`src/rtl/emergency_pkg.sv`:
```
// Shared types and timing constants for the emergency input conditioner and the emergency FSM.
package emergency_pkg;

    typedef enum logic [1:0] {IDLE, CONFIRM_P, PRESSED, CONFIRM_R} debounce_state_t;
    typedef enum logic [2:0] {WARMUP, ARMED, QUALIFY, ACTIVE, HOLD} pir_state_t;

    localparam int unsigned CLK_HZ = 50_000_000;

    function automatic int unsigned ms_to_cycles(input int unsigned ms);
        return (CLK_HZ / 1000) * ms;
    endfunction

    function automatic int unsigned max_u(input int unsigned a, input int unsigned b);
        return (a > b) ? a : b;
    endfunction

    localparam int unsigned DEBOUNCE_MS    = 20;
    localparam int unsigned PIR_WARMUP_MS  = 1000;
    localparam int unsigned PIR_QUALIFY_MS = 5;
    localparam int unsigned PIR_HOLD_MS    = 100;
    localparam int unsigned STUCK_MS       = 5000;

    localparam int unsigned DEBOUNCE_CYCLES_DEF    = ms_to_cycles(DEBOUNCE_MS);
    localparam int unsigned PIR_WARMUP_CYCLES_DEF  = ms_to_cycles(PIR_WARMUP_MS);
    localparam int unsigned PIR_QUALIFY_CYCLES_DEF = ms_to_cycles(PIR_QUALIFY_MS);
    localparam int unsigned PIR_HOLD_CYCLES_DEF    = ms_to_cycles(PIR_HOLD_MS);
    localparam int unsigned STUCK_CYCLES_DEF       = ms_to_cycles(STUCK_MS);

endpackage

```
`src/rtl/input_sync_debounce.sv`:
```
// Panic button synchronizer and debounce FSM; one strobe per accepted press, level while held.
// Stuck-button detection is built only when EIC_STUCK_DETECT_EN is defined.
module input_sync_debounce
    import emergency_pkg::*;
#(
    parameter int unsigned SYNC_STAGES     = 2,
    parameter int unsigned DEBOUNCE_CYCLES = DEBOUNCE_CYCLES_DEF,
`ifdef EIC_STUCK_DETECT_EN
    parameter int unsigned STUCK_CYCLES    = STUCK_CYCLES_DEF,
`endif
    parameter int unsigned CNT_W           = 28,
    parameter int unsigned CNT_CEIL        = STUCK_CYCLES_DEF
) (
    input  logic clk,
    input  logic reset,
    input  logic btn_n,
    output logic pulse,
    output logic level,
    output logic fault
);
    localparam logic [CNT_W-1:0] CNT_SAT  = CNT_W'(CNT_CEIL);
    localparam logic [CNT_W-1:0] DEB_LAST = CNT_W'(DEBOUNCE_CYCLES - 1);

    // Button side presets to released (high) so reset never looks like a press.
    logic [SYNC_STAGES-1:0] sync;
    always_ff @(posedge clk or posedge reset) begin
        if (reset) sync <= '1;
        else       sync <= {sync[SYNC_STAGES-2:0], btn_n};
    end

    logic pressed;
    assign pressed = ~sync[SYNC_STAGES-1];

    debounce_state_t state, state_next;
    logic [CNT_W-1:0] cnt;
    logic             cnt_clr;
    logic             pulse_raw;
    logic             level_raw;
    logic             done;

    assign done = (cnt == DEB_LAST);

    always_ff @(posedge clk or posedge reset) begin
        if (reset) begin
            state <= IDLE;
            cnt   <= '0;
        end else begin
            state <= state_next;
            if (cnt_clr)             cnt <= '0;
            else if (cnt != CNT_SAT) cnt <= cnt + 1'b1;
        end
    end

    // Strobe and level drop are asserted in the confirming transition cycle itself.
    always_comb begin
        state_next = state;
        cnt_clr    = 1'b1;
        pulse_raw  = 1'b0;
        level_raw  = 1'b0;
        case (state)
            IDLE: begin
                if (pressed) state_next = CONFIRM_P;
            end
            CONFIRM_P: begin
                if (!pressed) begin
                    state_next = IDLE;
                end else if (done) begin
                    state_next = PRESSED;
                    pulse_raw  = 1'b1;
                end else begin
                    cnt_clr = 1'b0;
                end
            end
            PRESSED: begin
                level_raw = 1'b1;
                if (!pressed) state_next = CONFIRM_R;
            end
            CONFIRM_R: begin
                if (pressed) begin
                    state_next = PRESSED;
                    level_raw  = 1'b1;
                end else if (done) begin
                    state_next = IDLE;
                end else begin
                    level_raw = 1'b1;
                    cnt_clr   = 1'b0;
                end
            end
            default: state_next = IDLE;
        endcase
    end

`ifdef EIC_STUCK_DETECT_EN
    localparam logic [CNT_W-1:0] STUCK_LAST = CNT_W'(STUCK_CYCLES - 1);

    logic             held;
    logic [CNT_W-1:0] stuck_cnt;
    logic             fault_q;

    assign held = (state == PRESSED) || (state == CONFIRM_R);

    // Sticky while held; dropping out of the held states clears it.
    always_ff @(posedge clk or posedge reset) begin
        if (reset) begin
            stuck_cnt <= '0;
            fault_q   <= 1'b0;
        end else if (!held) begin
            stuck_cnt <= '0;
            fault_q   <= 1'b0;
        end else begin
            if (stuck_cnt != CNT_SAT)    stuck_cnt <= stuck_cnt + 1'b1;
            if (stuck_cnt == STUCK_LAST) fault_q   <= 1'b1;
        end
    end

    assign fault = fault_q & held;
    assign pulse = pulse_raw & ~fault;
    assign level = level_raw & ~fault;
`else
    assign fault = 1'b0;
    assign pulse = pulse_raw;
    assign level = level_raw;
`endif

endmodule

```
`src/rtl/emergency_input_conditioner.sv`:
```
// Board-pin front end for the emergency controller: debounced panic button and qualified PIR.
// Define EIC_STUCK_DETECT_EN to build the stuck-button detector.
module emergency_input_conditioner
    import emergency_pkg::*;
#(
    parameter int unsigned SYNC_STAGES        = 2,
    parameter int unsigned DEBOUNCE_CYCLES    = DEBOUNCE_CYCLES_DEF,
    parameter int unsigned PIR_WARMUP_CYCLES  = PIR_WARMUP_CYCLES_DEF,
    parameter int unsigned PIR_QUALIFY_CYCLES = PIR_QUALIFY_CYCLES_DEF,
    parameter int unsigned PIR_HOLD_CYCLES    = PIR_HOLD_CYCLES_DEF,
    parameter int unsigned STUCK_CYCLES       = STUCK_CYCLES_DEF,
    parameter int unsigned CNT_W              = 28
) (
    input  logic clk,
    input  logic reset,
    input  logic panic_btn_n,
    input  logic danger_sense,
    output logic panic_pulse,
    output logic panic_level,
    output logic danger_valid,
    output logic pir_ready,
    output logic btn_fault
);
    // Counters saturate at the longest timeout in use, which CNT_W must be able to hold.
    localparam int unsigned CNT_CEIL = max_u(max_u(max_u(DEBOUNCE_CYCLES, PIR_WARMUP_CYCLES),
                                                   max_u(PIR_QUALIFY_CYCLES, PIR_HOLD_CYCLES)),
                                             STUCK_CYCLES);
    localparam logic [CNT_W-1:0] CNT_SAT      = CNT_W'(CNT_CEIL);
    localparam logic [CNT_W-1:0] WARMUP_LAST  = CNT_W'(PIR_WARMUP_CYCLES - 1);
    localparam logic [CNT_W-1:0] QUALIFY_LAST = CNT_W'(PIR_QUALIFY_CYCLES - 1);
    localparam logic [CNT_W-1:0] HOLD_LAST    = CNT_W'(PIR_HOLD_CYCLES - 1);

    input_sync_debounce #(
        .SYNC_STAGES     (SYNC_STAGES),
        .DEBOUNCE_CYCLES (DEBOUNCE_CYCLES),
`ifdef EIC_STUCK_DETECT_EN
        .STUCK_CYCLES    (STUCK_CYCLES),
`endif
        .CNT_W           (CNT_W),
        .CNT_CEIL        (CNT_CEIL)
    ) u_btn (
        .clk   (clk),
        .reset (reset),
        .btn_n (panic_btn_n),
        .pulse (panic_pulse),
        .level (panic_level),
        .fault (btn_fault)
    );

    logic [SYNC_STAGES-1:0] sense_sync;
    logic                   sense;

    always_ff @(posedge clk or posedge reset) begin
        if (reset) sense_sync <= '0;
        else       sense_sync <= {sense_sync[SYNC_STAGES-2:0], danger_sense};
    end

    assign sense = sense_sync[SYNC_STAGES-1];

    pir_state_t       pir_state, pir_next;
    logic [CNT_W-1:0] pir_cnt;
    logic             pir_cnt_clr;

    always_ff @(posedge clk or posedge reset) begin
        if (reset) begin
            pir_state <= WARMUP;
            pir_cnt   <= '0;
        end else begin
            pir_state <= pir_next;
            if (pir_cnt_clr)             pir_cnt <= '0;
            else if (pir_cnt != CNT_SAT) pir_cnt <= pir_cnt + 1'b1;
        end
    end

    // danger_valid rises in the cycle qualification completes; HOLD keeps it for the full stretch.
    always_comb begin
        pir_next     = pir_state;
        pir_cnt_clr  = 1'b1;
        danger_valid = 1'b0;
        pir_ready    = 1'b1;
        case (pir_state)
            WARMUP: begin
                pir_ready = 1'b0;
                if (pir_cnt == WARMUP_LAST) pir_next    = ARMED;
                else                        pir_cnt_clr = 1'b0;
            end
            ARMED: begin
                if (sense) pir_next = QUALIFY;
            end
            QUALIFY: begin
                if (!sense) begin
                    pir_next = ARMED;
                end else if (pir_cnt == QUALIFY_LAST) begin
                    pir_next     = ACTIVE;
                    danger_valid = 1'b1;
                end else begin
                    pir_cnt_clr = 1'b0;
                end
            end
            ACTIVE: begin
                danger_valid = 1'b1;
                if (!sense) pir_next = HOLD;
            end
            HOLD: begin
                danger_valid = 1'b1;
                if (sense)                         pir_next    = ACTIVE;
                else if (pir_cnt == HOLD_LAST)     pir_next    = ARMED;
                else                               pir_cnt_clr = 1'b0;
            end
            default: begin
                pir_next  = WARMUP;
                pir_ready = 1'b0;
            end
        endcase
    end

endmodule

```
`config.mk`:
```
export PLATFORM = sky130hd
export DESIGN_NAME = emergency_input_conditioner
export DESIGN_NICKNAME = d
export VERILOG_FILES = /design/src/rtl/emergency_pkg.sv /design/src/rtl/input_sync_debounce.sv /design/src/rtl/emergency_input_conditioner.sv
export SDC_FILE = /design/constraint.sdc
export NUM_CORES = 1
export LEC_CHECK = 0
export CORE_AREA = 2 2 80 82
export CTS_CLUSTER_DIAMETER = 100
export CTS_CLUSTER_SIZE = 28
export DETAILED_ROUTE_END_ITERATION = 10
export DIE_AREA = 0 0 82 84
export GPL_ROUTABILITY_DRIVEN = 1
export GPL_TIMING_DRIVEN = 1
export PLACE_DENSITY_LB_ADDON = 0.12
export RECOVER_POWER = 50
export SLEW_MARGIN = 20
export SYNTH_ARGS = -nofsm -noshare
export SYNTH_HDL_FRONTEND = slang
export SYNTH_SLANG_ARGS = --single-unit
```
`constraint.sdc`:
```
create_clock -name clk -period 5 [get_ports clk]
set_input_delay 1.5 -clock clk [delete_from_list [all_inputs] [get_ports clk]]
set_output_delay 1.5 -clock clk [all_outputs]
set_load 0.02 [all_outputs]
```
## Yosys cells after proc, flatten, opt, wreduce, memory -nomap -nowiden

Index checks and enable logic that the tools add are counted.

| storage, ports and cells | value |
|---|---|
| register bits | 65 |
| latch bits | 0 |
| bits in writable memories | 0 |
| memory bits (read-only) | 0 |
| bits of input ports | 4 |
| output and inout bits | 5 |
| memories | 0 |

| operators by class | value |
|---|---|
| add/sub/neg operators | 2 |
| multipliers | 0 |
| div/mod/pow operators | 0 |
| magnitude comparators | 0 |
| equal/unequal tests | 22 |
| shift operators | 0 |
| multiplexer cells | 37 |
| bitwise logic cells | 0 |
| reduce and logical (&&, ||, !) cells | 8 |

Operators by type and width:

| operator | number |
|---|---|
| two-way mux 28 bit | 4 |
| adder 28 x 1 -> 28 bit (second input constant) | 2 |
| != test 28 bit (second input constant) | 2 |
| == test 28 x 18 -> 1 bit (second input constant) | 1 |
| == test 28 x 20 -> 1 bit (second input constant) | 1 |
| == test 28 x 23 -> 1 bit (second input constant) | 1 |
| == test 28 x 26 -> 1 bit (second input constant) | 1 |
| two-way mux 3 bit | 7 |
| case mux 3 bit (5 select lines) | 1 |
| two-way mux 1 bit | 14 |
| two-way mux 2 bit | 6 |
| != test 3 bit (second input constant) | 3 |
| != test 2 bit (second input constant) | 4 |
| case mux 2 bit (4 select lines) | 1 |
| == test 3 x 2 -> 1 bit (second input constant) | 2 |
| case mux 1 bit (2 select lines) | 3 |
| AND reduction 5 bit | 1 |
| == test 2 bit (second input constant) | 2 |
| AND reduction 4 bit | 1 |
| nonzero test 2 bit | 2 |
| OR reduction 4 bit | 1 |
| == test 3 x 1 -> 1 bit (second input constant) | 1 |
| == test 3 bit (second input constant) | 1 |
| logical NOT 3 bit | 1 |
| 6 further kinds | 6 |

## Depth between registers and ports, before layout

| depth | value |
|---|---|
| depth after elaboration | 5 |
| depth in mapped cells | 8 |
| mapped depth without buffers | 7 |

## Modules after synthesis

From an unflattened synthesis, not the netlist that was laid out.

| unflattened totals | value |
|---|---|
| cells, all modules | 378 |
| area, all modules | 3,651.0 um^2 |

Modules (own cells, without submodules):

| module | times used | cells an instance | area an instance (um^2) | seq. area each (um^2) |
|---|---|---|---|---|
| emergency_input_conditioner | 1 | 199 | 1,931.9 | 825.8 |
| input_sync_debounce | 1 | 179 | 1,719.1 | 803.3 |

## Worst setup path after synthesis

No wires, ideal clock.

| timing | value |
|---|---|
| path type | register -> output |
| start point | register pir_cnt[8] |
| end point | output danger_valid |
| arrival time | 1.697 ns |
| data required time | 3.500 ns |
| slack | 1.803 ns |
| cell stages (with the launch flop) | 5 |
| buffers on the path | 0 |
| path through | dfrtp_1 -> or4_4 -> nor4_2 -> nand4_1 -> o21bai_1 |

| between the ends | value |
|---|---|
| word-level cells in the longest chain between the ends | 4 |

RTL lines:

| element | RTL line | text |
|---|---|---|
| start: declaration | emergency_input_conditioner.sv:61 | `logic [CNT_W-1:0] pir_cnt;` |
| start signal: assignment | emergency_input_conditioner.sv:71 | `else if (pir_cnt != CNT_SAT) pir_cnt <= pir_cnt + 1'b1;` |
| == test 28 x 18 -> 1 bit | emergency_input_conditioner.sv:93 | `end else if (pir_cnt == QUALIFY_LAST) begin` |
| two-way mux 1 bit | emergency_input_conditioner.sv:93 |  |
| two-way mux 1 bit | emergency_input_conditioner.sv:91 | `if (!sense) begin` |
| case mux 1 bit (2 select lines) | emergency_input_conditioner.sv:81 | `case (pir_state)` |
| end: declaration | emergency_input_conditioner.sv:20 | `output logic danger_valid,` |

Every way passes these cells.

## Worst setup path in the final report

Ends and elaborated chain as after synthesis.

==> Flow_metrics.wiki <==
{| class="wikitable"
! Metric !! Value
|-
| Router iterations before antenna repair || 4
|-
| Overall die area || around 7000 sq um
|-
| Normalized max-slew margin || -6.66%
|-
| Worst Hold End || sense_sync[1]
|-
| Total GRT Usage || 22.6%
|-
| Combinational power share || 2.3%
|-
| Count of maximum capacitance violations || 1
|-
| Result of the run || complete, but fails checks
|-
| Wire length of the first global-routing pass || 12.0 mm
|-
| P_sw || between 0.2 and 0.25 mW
|-
| Internal Pwr Total || approximately 0.73 mW
|-
| Initial core utilization || around 58%
|-
| Height of the chip || 84 um
|-
| Number of levels the H-tree was split into || 3
|-
| Cell type with the highest aggregate area in the netlist || dfrtp_1
|-
| Setup slack of the most critical reg-to-reg path || between 2 and 2.5 ns
|-
| Fraction of final layout cells with drive strength greater than 1 || around 8.6%
|-
| Placed inst area || approximately 3600 sq um
|-
| WP data arrival || 2.60 ns
|-
| Number of routed nets with antenna violations || 0
|-
| Largest clock skew in the final design || 0.00920 ns
|-
| Final instance count without filler cells || between 400 and 500
|-
| Post-synthesis cell count || around 360
|-
| DP Cell Count || 434
|-
| Count of state elements after synthesis || between 60 and 70
|-
| Worst IR Drop VDD || approximately 0.17 mV
|-
| Standard-cell row count || 29
|-
| Net total in the final layout || 377
|-
| Count of filler cells inserted in the layout || between 500 and 600
|-
| TritonCTS clock tree || done
|-
| Wire length per cell || around 16 um
|-
| Initial DRC count || 97
|-
| End-of-flow core utilization || a little over three fifths
|-
| Yosys top cell area share || 44.8%
|-
| Setup violators final || 0
|-
| Number of enable-type register cells in the synthesized netlist || 0
|-
| Flip-flop cell with the highest count after synthesis || dfrtp_1
|-
| Start of the worst register-to-register path || pir_cnt[20]
|-
| PnR Total Power || roughly 0.96 mW
|-
| DRC violations left || 0
|-
| Worst-case setup slack after placement || between 1 and 1.5 ns
|-
| CP max FO || 7
|-
| Number of buffers created by CTS || 9
|-
| Worst hold stages || 0
|-
| Via count || between 2000 and 3000
|-
| Proportion of power drawn by the clock network || ~43%
|-
| Mean area per synthesized cell || 9.71 sq um
|-
| Worst hold slack || 0.353 ns
|-
| Least-Margin Pin Slew || around 1.6 ns
|-
| Count of boundary I/O pins || 9
|-
| Startpoint type of the worst setup path || register
|-
| Vias per std cell || approximately 5.9
|-
| CTS Root Cell || clkbuf_8
|-
| Maximum clock frequency || 244 MHz
|-
| Static power due to leakage || roughly 1.6 nW
|-
| Largest net degree at the start of global routing || 45
|-
| Number of hold buffers added after CTS || 0
|-
| Vias in the first global route || between 2000 and 3000
|-
| Leftover overflow at the end of global routing || 0
|-
| Violated checks || max-capacitance violations, max-slew violations
|-
| Final std cell area, no fill || roughly 3800 sq um
|-
| CP Class || register to output pin
|-
| Layout-stage area growth over the synthesis result || 9.15%
|-
| Number of buffers inserted to repair setup after CTS || 0
|-
| Worst-skew pair later-pin latency || 0.35 ns
|-
| Die Wd || a little over 80 um
|-
| Cell Area, Synth || about 3500 sq um
|-
| Total Wirelength || 7.00 mm
|-
| Endpoint required time on the critical path || approximately 3.5 ns
|-
| Placeable core area || around 6100 sq um
|-
| RR Endpoint || pir_cnt[10]
|-
| Count of distinct cell types in the synthesized netlist || between 40 and 50
|-
| Sequential power share || roughly 55%
|-
| Buffers added on ports || 7
|-
| Weighted congestion reported at the end of routability-driven placement || roughly 0.91
|-
| Number of cells upsized or downsized after cts || 0
|-
| Share of the clock period used by the worst path || between 80% and 90%
|-
| Maximum root-to-sink buffer count || 2
|-
| Switching power share of the total || 24.3%
|-
| Power per cell area || about 250 nW/um^2
|-
| Path type of the worst min-delay path || register to register
|-
| Min setup slack post-route || roughly 0.90 ns
|-
| Setup repair after global routing missed its margin || no
|-
| Number of pins exceeding their max-slew limit in the final report || 45
|-
| Initial antenna violation count || 0
|-
| Clock Pin Slew Worst Setup and Hold Paths || roughly 0.070 ns
|-
| Async S/R FF share, synth || 100%
|-
| Placed wire-length estimate || 4.75 mm
|-
| Syn Nets || 370
|-
| Time the worst path needs with I/O delays and setup || slightly above 4 ns
|-
| Number of cells on the worst reg-to-reg path || 6
|-
| Antenna fix cells || 0
|-
| Synth top area cells || dfrtp_1 (45%), xor2_1 (9.2%), nor3_1 (5.0%)
|-
| Final-report hold violation count || 0
|-
| CTS sink cnt || 65
|-
| Min-delay src || sense_sync[0]
|-
| Sum of negative setup slack || 0 ns
|-
| Critical Path End Type || output pin
|-
| YS warnings || 0
|-
| Share of synthesized area occupied by flip-flops and latches || between 40% and 50%
|}
final cells by class:
type / count / area [sq um] / share of cell area (%)
multi-input cells: 269 / 1780 / 46.3
repair buffers: 12 / 111 / 2.90
well taps: 77 / 96.3 / 2.51
flip-flops and latches: 65 / 1630 / 42.5
clock inverters: 5 / 37.5 / 0.978
clock buffers: 11 / 141 / 3.68
inverters: 12 / 45.0 / 1.17
cells by family after synthesis:
logic type | Yosys count | synth area share, %
buffers and inverters | 28 | 3.52
XOR/XNOR | 54 | 13.5
AO/OA/AOI/OAI | 15 | 3.10
multiplexers | 3 | 0.854
flip-flops | 65 | 46.3
other | 1 | 0.107
adder cells (fa/ha/maj) | 4 | 1.42
AND/OR/NAND/NOR | 192 | 31.2
power groups by stage:
stage / sequential (mW) / clock [mW] / combinational [mW]
2_1_floorplan: 0.541 / 0 / 0.0154
3_3_place_gp: 0.542 / 0 / 0.0219
3_5_place_dp: 0.542 / 0 / 0.0222
4_1_cts: 0.532 / 0.419 / 0.0222
5_1_grt: 0.532 / 0.444 / 0.0252
6_report: 0.532 / 0.411 / 0.0217
cells in the mapped netlist (10+ instances only):
| cell | number |
|---|---|
| xnor2_1 | 17 |
| nor3_1 | 35 |
| nand2_1 | 19 |
| inv_1 | 12 |
| dfrtp_1 | 63 |
| nand4_1 | 18 |
| xor2_1 | 37 |
| and4_1 | 10 |
| and3_1 | 10 |
| clkbuf_1 | 10 |
| nor2_1 | 33 |
| nand3_1 | 24 |
cell usage in the layout, fill, tap and decap left out, drive strengths merged, types with 2 or more instances in the layout:
| cell | instances |
|---|---|
| dfrtp | 63 |
| xor2 | 37 |
| nor3 | 35 |
| nor2 | 33 |
| nand3 | 25 |
| nand2 | 19 |
| nand4 | 18 |
| xnor2 | 17 |
| inv | 14 |
| nor4 | 12 |
| clkbuf | 11 |
| and3 | 10 |
| and4 | 10 |
| a21oi | 5 |
| buf | 5 |
| nand4b | 4 |
| ha | 4 |
| clkdlybuf4s50 | 4 |
| and2 | 4 |
| or4 | 4 |
| o21ai | 3 |
| mux2i | 3 |
| dlygate4sd3 | 3 |
| or4b | 3 |
| a311oi | 3 |
| nor4b | 2 |
| nand3b | 2 |
| or3 | 2 |
| or3b | 2 |
| nor2b | 2 |
| nand2b | 2 |
| nor4bb | 2 |
| clkinvlp | 2 |
| dfstp | 2 |
worst max-delay path, cell delays in order, from the launching register on:
cell,delay [ns]
dfrtp_1,0.44
or4_4,0.57
nor4_2,0.23
nand4_1,0.21
o21bai_1,0.19
clkdlybuf4s50_1,0.61
routing by layer:
layer / wire length [um] / part of all wire [%] / track usage (%) / vias up
met5: 0 / 0 / 0 / -
met4: 167 / 2.4 / 9.09 / 0
met3: 184 / 2.6 / 6.49 / 15
met2: 3550 / 51 / 36.5 / 39
met1: 3100 / 44 / 28.1 / 1288
li1: - / - / - / 1307
flip-flops by register name (all words and copies together), names as in the netlist, named ones only:
register / cells
pir_cnt: 28
sense_sync: 2
u_btn.sync: 2
pir_state: 3
u_btn.cnt: 28
u_btn.state: 1
worst max path at each step:
stage,start,to,slack [ns],cells past startpoint
final,pir_cnt[8],danger_valid,0.90,5
after global routing,pir_cnt[8],danger_valid,0.77,5
after CTS,pir_cnt[8],danger_valid,0.88,5
after detailed placement,pir_cnt[8],danger_valid,1.25,5
after global placement,pir_cnt[8],danger_valid,1.25,5
after floorplan,pir_cnt[8],danger_valid,1.80,4
Power figures use the tool's default switching activity.
